$ cat src/rtl/simprisc_mem_master.sv
// SimpRisc data-memory initiator: one load/store at a time from the core,
// a single-cycle write strobe or fixed-latency read capture, then a response.
module simprisc_mem_master #(
    parameter int unsigned DATA_W     = 32,
    parameter int unsigned ADDR_W     = 32,
    parameter int unsigned RD_LATENCY = 1,
    parameter int unsigned CNT_W      = 16
) (
    input  logic              clk,
    input  logic              reset,
    input  logic              req_valid,
    output logic              req_ready,
    input  logic              req_we,
    input  logic [ADDR_W-1:0] req_addr,
    input  logic [DATA_W-1:0] req_wdata,
    output logic              rsp_valid,
    input  logic              rsp_ready,
    output logic [DATA_W-1:0] rsp_rdata,
    output logic              rsp_err,
    output logic [ADDR_W-1:0] mem_addr,
    output logic [DATA_W-1:0] mem_wdata,
    output logic              mem_rw,
    input  logic [DATA_W-1:0] mem_rdata,
    output logic [CNT_W-1:0]  wr_count,
    output logic [CNT_W-1:0]  rd_count,
    output logic [CNT_W-1:0]  err_count
);

    localparam int unsigned LAT_W = 4;

    typedef enum logic [1:0] {
        IDLE      = 2'd0,
        WRITE     = 2'd1,
        READ_WAIT = 2'd2,
        RESP      = 2'd3
    } state_t;

    state_t              state_q, state_d;
    logic [LAT_W-1:0]    lat_q, lat_d;
    logic                we_q, we_d;

    logic                req_ready_d;
    logic                rsp_valid_d;
    logic [DATA_W-1:0]   rsp_rdata_d;
    logic                rsp_err_d;
    logic [ADDR_W-1:0]   mem_addr_d;
    logic [DATA_W-1:0]   mem_wdata_d;
    logic                mem_rw_d;
    logic [CNT_W-1:0]    wr_count_d, rd_count_d, err_count_d;

    logic                accept_c;
    logic                misaligned_c;

    assign accept_c     = (state_q == IDLE) && req_valid && req_ready;
    assign misaligned_c = (req_addr[1:0] != 2'b00);

    // Next-state and next-output decode; every output is registered below.
    always_comb begin
        state_d     = state_q;
        lat_d       = lat_q;
        we_d        = we_q;
        req_ready_d = req_ready;
        rsp_valid_d = rsp_valid;
        rsp_rdata_d = rsp_rdata;
        rsp_err_d   = rsp_err;
        mem_addr_d  = mem_addr;
        mem_wdata_d = mem_wdata;
        mem_rw_d    = 1'b0;
        wr_count_d  = wr_count;
        rd_count_d  = rd_count;
        err_count_d = err_count;

        case (state_q)
            IDLE: begin
                req_ready_d = 1'b1;
                if (accept_c) begin
                    req_ready_d = 1'b0;
                    we_d        = req_we;
                    if (misaligned_c) begin
                        // No memory cycle: memory-side outputs keep their values.
                        state_d     = RESP;
                        rsp_valid_d = 1'b1;
                        rsp_err_d   = 1'b1;
                        rsp_rdata_d = '0;
                    end else if (req_we) begin
                        state_d     = WRITE;
                        mem_rw_d    = 1'b1;
                        mem_addr_d  = req_addr;
                        mem_wdata_d = req_wdata;
                    end else begin
                        state_d    = READ_WAIT;
                        lat_d      = LAT_W'(RD_LATENCY);
                        mem_addr_d = req_addr;
                    end
                end
            end

            WRITE: begin
                state_d     = RESP;
                rsp_valid_d = 1'b1;
                rsp_err_d   = 1'b0;
                rsp_rdata_d = '0;
            end

            READ_WAIT: begin
                if (lat_q == '0) begin
                    state_d     = RESP;
                    rsp_valid_d = 1'b1;
                    rsp_err_d   = 1'b0;
                    rsp_rdata_d = mem_rdata;
                end else begin
                    lat_d = lat_q - LAT_W'(1);
                end
            end

            RESP: begin
                if (rsp_ready) begin
                    state_d     = IDLE;
                    rsp_valid_d = 1'b0;
                    req_ready_d = 1'b1;
                    if (rsp_err) begin
                        err_count_d = err_count + CNT_W'(1);
                    end else if (we_q) begin
                        wr_count_d = wr_count + CNT_W'(1);
                    end else begin
                        rd_count_d = rd_count + CNT_W'(1);
                    end
                end
            end

            default: begin
                state_d     = IDLE;
                req_ready_d = 1'b1;
                rsp_valid_d = 1'b0;
            end
        endcase
    end

    // State and output registers; reset aborts any transaction in flight.
    always_ff @(posedge clk) begin
        if (reset) begin
            state_q   <= IDLE;
            lat_q     <= '0;
            we_q      <= 1'b0;
            req_ready <= 1'b1;
            rsp_valid <= 1'b0;
            rsp_rdata <= '0;
            rsp_err   <= 1'b0;
            mem_addr  <= '0;
            mem_wdata <= '0;
            mem_rw    <= 1'b0;
            wr_count  <= '0;
            rd_count  <= '0;
            err_count <= '0;
        end else begin
            state_q   <= state_d;
            lat_q     <= lat_d;
            we_q      <= we_d;
            req_ready <= req_ready_d;
            rsp_valid <= rsp_valid_d;
            rsp_rdata <= rsp_rdata_d;
            rsp_err   <= rsp_err_d;
            mem_addr  <= mem_addr_d;
            mem_wdata <= mem_wdata_d;
            mem_rw    <= mem_rw_d;
            wr_count  <= wr_count_d;
            rd_count  <= rd_count_d;
            err_count <= err_count_d;
        end
    end

endmodule

$ cat config.mk
export PLATFORM = sky130hd
export DESIGN_NAME = simprisc_mem_master
export DESIGN_NICKNAME = d
export VERILOG_FILES = /design/src/rtl/simprisc_mem_master.sv
export SDC_FILE = /design/constraint.sdc
export NUM_CORES = 1
export LEC_CHECK = 0
export CORE_MARGIN = 2
export CORE_UTILIZATION = 35
export DETAILED_ROUTE_END_ITERATION = 8
export HOLD_SLACK_MARGIN = 0.1
export PLACE_DENSITY = 0.78
export SLEW_MARGIN = 20
export SYNTH_ARGS = -nofsm -noshare
export SYNTH_HDL_FRONTEND = slang
export SYNTH_SLANG_ARGS = --single-unit
$ cat constraint.sdc
create_clock -name clk -period 5.15 [get_ports clk]
set_clock_uncertainty 0.05 [all_clocks]
set_input_delay 0.7725 -clock clk [delete_from_list [all_inputs] [get_ports clk]]
set_output_delay 0.7725 -clock clk [all_outputs]
set_load 0.01 [all_outputs]
==> results.md <==
- FP Rows: 48
- Routability cong.: 0.7684
- Setup_tns: 0 ns
- Vias in the first global route: 5163
- Port bufs: 248
- Syn. warnings: 0
- Antenna cells: 0
- Via count: 5865
- Tmin final: 2.569 ns
- Critical path buffers and inverters: 1
- Antenna violations before repair: 0
- GR Util All Layers: 17.56%
- Slew margin rel.: 30.58%
- Largest net degree at the start of global routing: 97
- Mux cell area share after synthesis: 0.6515%
- Pre-CTS setup slack: 2.208 ns
- CTS buffer count: 17
- Number of setup violations in the final report: 0
- Multi-input gate area: 2784 µm²
- Number of enable flip-flop cells after synthesis: 0
- Cells after Synth: 736
- Max VDD drop: 0.2555 mV
- Initial DRC count: 289
- Worst skew pair latency: 0.42 ns
- Fin nets: 1070
- I/O pins: 249
- Data arrival, critical path: 2.85 ns
- Sw Share: 31.93%
- Clock tree buffer depth: 2
- Fin crit share: 49.89%
- Synth Area in Adders: 1.629%
- Maxcap violations: 0
- Asr flop ratio synth: 0%
- Clk pwr share: 34.3%
- Routed len/inst: 14.31 µm
- Main combinational cell family by area after synthesis: simple AND/OR/NAND/NOR gates
- Grt total ovfl: 0
- Post-synth top cells: nand2_1, dfxtp_1, a21oi_1
- Area delta synth->final: 51.02%
- P_sw: 0.001068 W
- Number of setup buffers added after CTS: 0
- Power Density: 360.2 nW/µm²
- Yosys top cell area share: 50.49%
- Final-layout fill cell count: 1563
- P_int: 0.002276 W
- Core area: 17240 µm²
- Fmax: 389.2 MHz
- Dpl hpwl: 11910 µm
- Initial Utilization: 35.66%
- Sequential power share: 40.2%
- Vias per cell: 4.892
- Logic pwr share: 25.5%
- Synth cell types: 50
- Resize count post-CTS: 0
- First-pass DRT Iterations: 4
- Worst-path cell chain: clkdlybuf4s50_1 -> and4bb_1 -> nand3_1 -> or4_1 -> a21oi_1
- Main flop type after synthesis: dfxtp_1
- FF/Latch Area: 3103 µm²
- Critical path's slowest cell: clkdlybuf4s50_1
- Actual slew at the worst max-slew pin: 1.041 ns
- Hold_ws: 0.3986 ns
- Worst Setup End Kind: flip-flop
- Worst-path clk slew: 0.06 ns
- Critical path class: input port to flip-flop
- Synth Area in XOR/XNOR: 3.848%
- CP Max Fanout: 11
- Area fraction in compound gates after synthesis: 13.86%
- Worst Path Required: 5.43 ns
- Tightest Hold Check Type: flip-flop to flip-flop
- CTS tree: built
- Antenna Nets Post-Route: 0
- DIE AREA: 18640 µm²
- Sequential share of the synthesized area: 50.49%
- Syn avg cell area: 8.350 µm²
- CTS Root Cell: clkbuf_16
- Syn_nets: 845
- Yosys reg bits: 155
- Largest delay share family, worst path: simple AND/OR/NAND/NOR gates
- Status: completed
- Die X: 136.5 µm
- First-pass GRT wire length: 26140 µm
- Synth top area cells: dfxtp_1, nand2_1, a21oi_1, nand3_1, xor2_1
- Hold Fails Final Rpt: 0
- Clock sinks: 155
- RSZ-0062 raised after global routing: false
- Die height: 136.5 µm
- # hold bufs at CTS: 0
- P_leak: 3.108 nW
- Routed WL: 17160 µm
- Most numerous cell in the Yosys netlist: nand2_1
- Synth Cell Area: 6146 µm²
- Final Max Slew Viols: 0
- CP max stage delay: 0.58 ns
- Simple-gate share of the synthesized area: 25.16%
- Synth area leader: dfxtp_1
- Startpoint types: input port
- H-tree Lvls: 4
- Setup WS post-layout: 2.581 ns
- # DRC: 0
- Layout cells sized above 1: 5.133%
==> power groups by stage <==
stage	clock (W)	combinational (W)	sequential [W]
3_5_place_dp	0	0.000858	0.00137
4_1_cts	0.00118	0.000863	0.00134
2_1_floorplan	0	0.000535	0.00139
6_report	0.00115	0.000853	0.00134
5_1_grt	0.00123	0.000936	0.00135
3_3_place_gp	0	0.000847	0.00137
==> path summary, 6_finish.rpt <==
kind / start / to / slack, ns / cells past startpoint
max reg2reg: state_q[1] / rd_count[12] / 2.66 / 5
max: rsp_ready / rd_count[12] / 2.58 / 5
min reg2reg: rsp_rdata[12] / rsp_rdata[12] / 0.40 / 2
min: rsp_rdata[12] / rsp_rdata[12] / 0.40 / 2
==> registers in the layout (all words and copies together) (netlist names) <==
register and cells:
wr_count 16, mem_addr 32, req_ready 1, we_q 1
rsp_rdata 32, mem_wdata 32, state_q 2, rd_count 16
err_count 16, lat_q 4, mem_rw 1, rsp_err 1
rsp_valid 1
==> tightest hold or removal path, cell delays in order (launching register included) <==
cell and delay [ns]:
dfxtp_1 0.31, nand2_1 0.05, a21oi_1 0.05
==> placed cells by master (no fill, tap or decap), types with 5 or more instances in the layout <==
master and count:
clkdlybuf4s50_1 247, nand2_1 169, dfxtp_1 155, a21oi_1 117, nand3_1 48, nor2_1 39
xor2_1 19, nand4_1 17, clkbuf_16 17, or3_1 14, o21ai_0 13, inv_1 9
o31ai_1 9, or4_1 8, xnor2_1 8, ha_1 8, buf_4 6, and4_1 5
clkinvlp_4 5
==> layout make-up <==
type / instances / share of cell area [%]
repair buffers: 254 / 27.34
flip-flops and latches: 155 / 33.43
well taps: 225 / 3.033
clock inverters: 15 / 1.254
clock buffers: 17 / 4.583
inverters: 9 / 0.3640
multi-input cells: 524 / 29.99
==> cell families after synthesis <==
logic type | count (synthesis)
adders and majority gates | 8
buffers and inverters | 57
xor gates and xnor gates | 27
muxes | 4
AOI/OAI and AO/OA | 152
and+or+nand+nor | 333
DFF | 155
==> metrics by stage <==
stage          total power [W]  utilization (%)  cell area [µm²]  cells
3_5_place_dp          0.002228            50.70             8740   1167
6_report              0.003343            53.85             9281   1199
3_3_place_gp          0.002214            50.70             8738   1167
5_1_grt               0.003519            53.85             9281   1199
2_1_floorplan         0.001928                -             6146    736
4_1_cts               0.003388            53.85             9281   1199
==> per-layer routing <==
metal / vias to the layer above / share of wire (%) / track usage [%]
met1: 2683 / 44 / 22.76
met3: 30 / 7.1 / 5.556
met4: 0 / 2.3 / 7.176
met2: 174 / 46 / 27.03
met5: - / 0 / 0
li1: 2978 / - / -
Note: power is estimated with default switching activity, not from simulation.
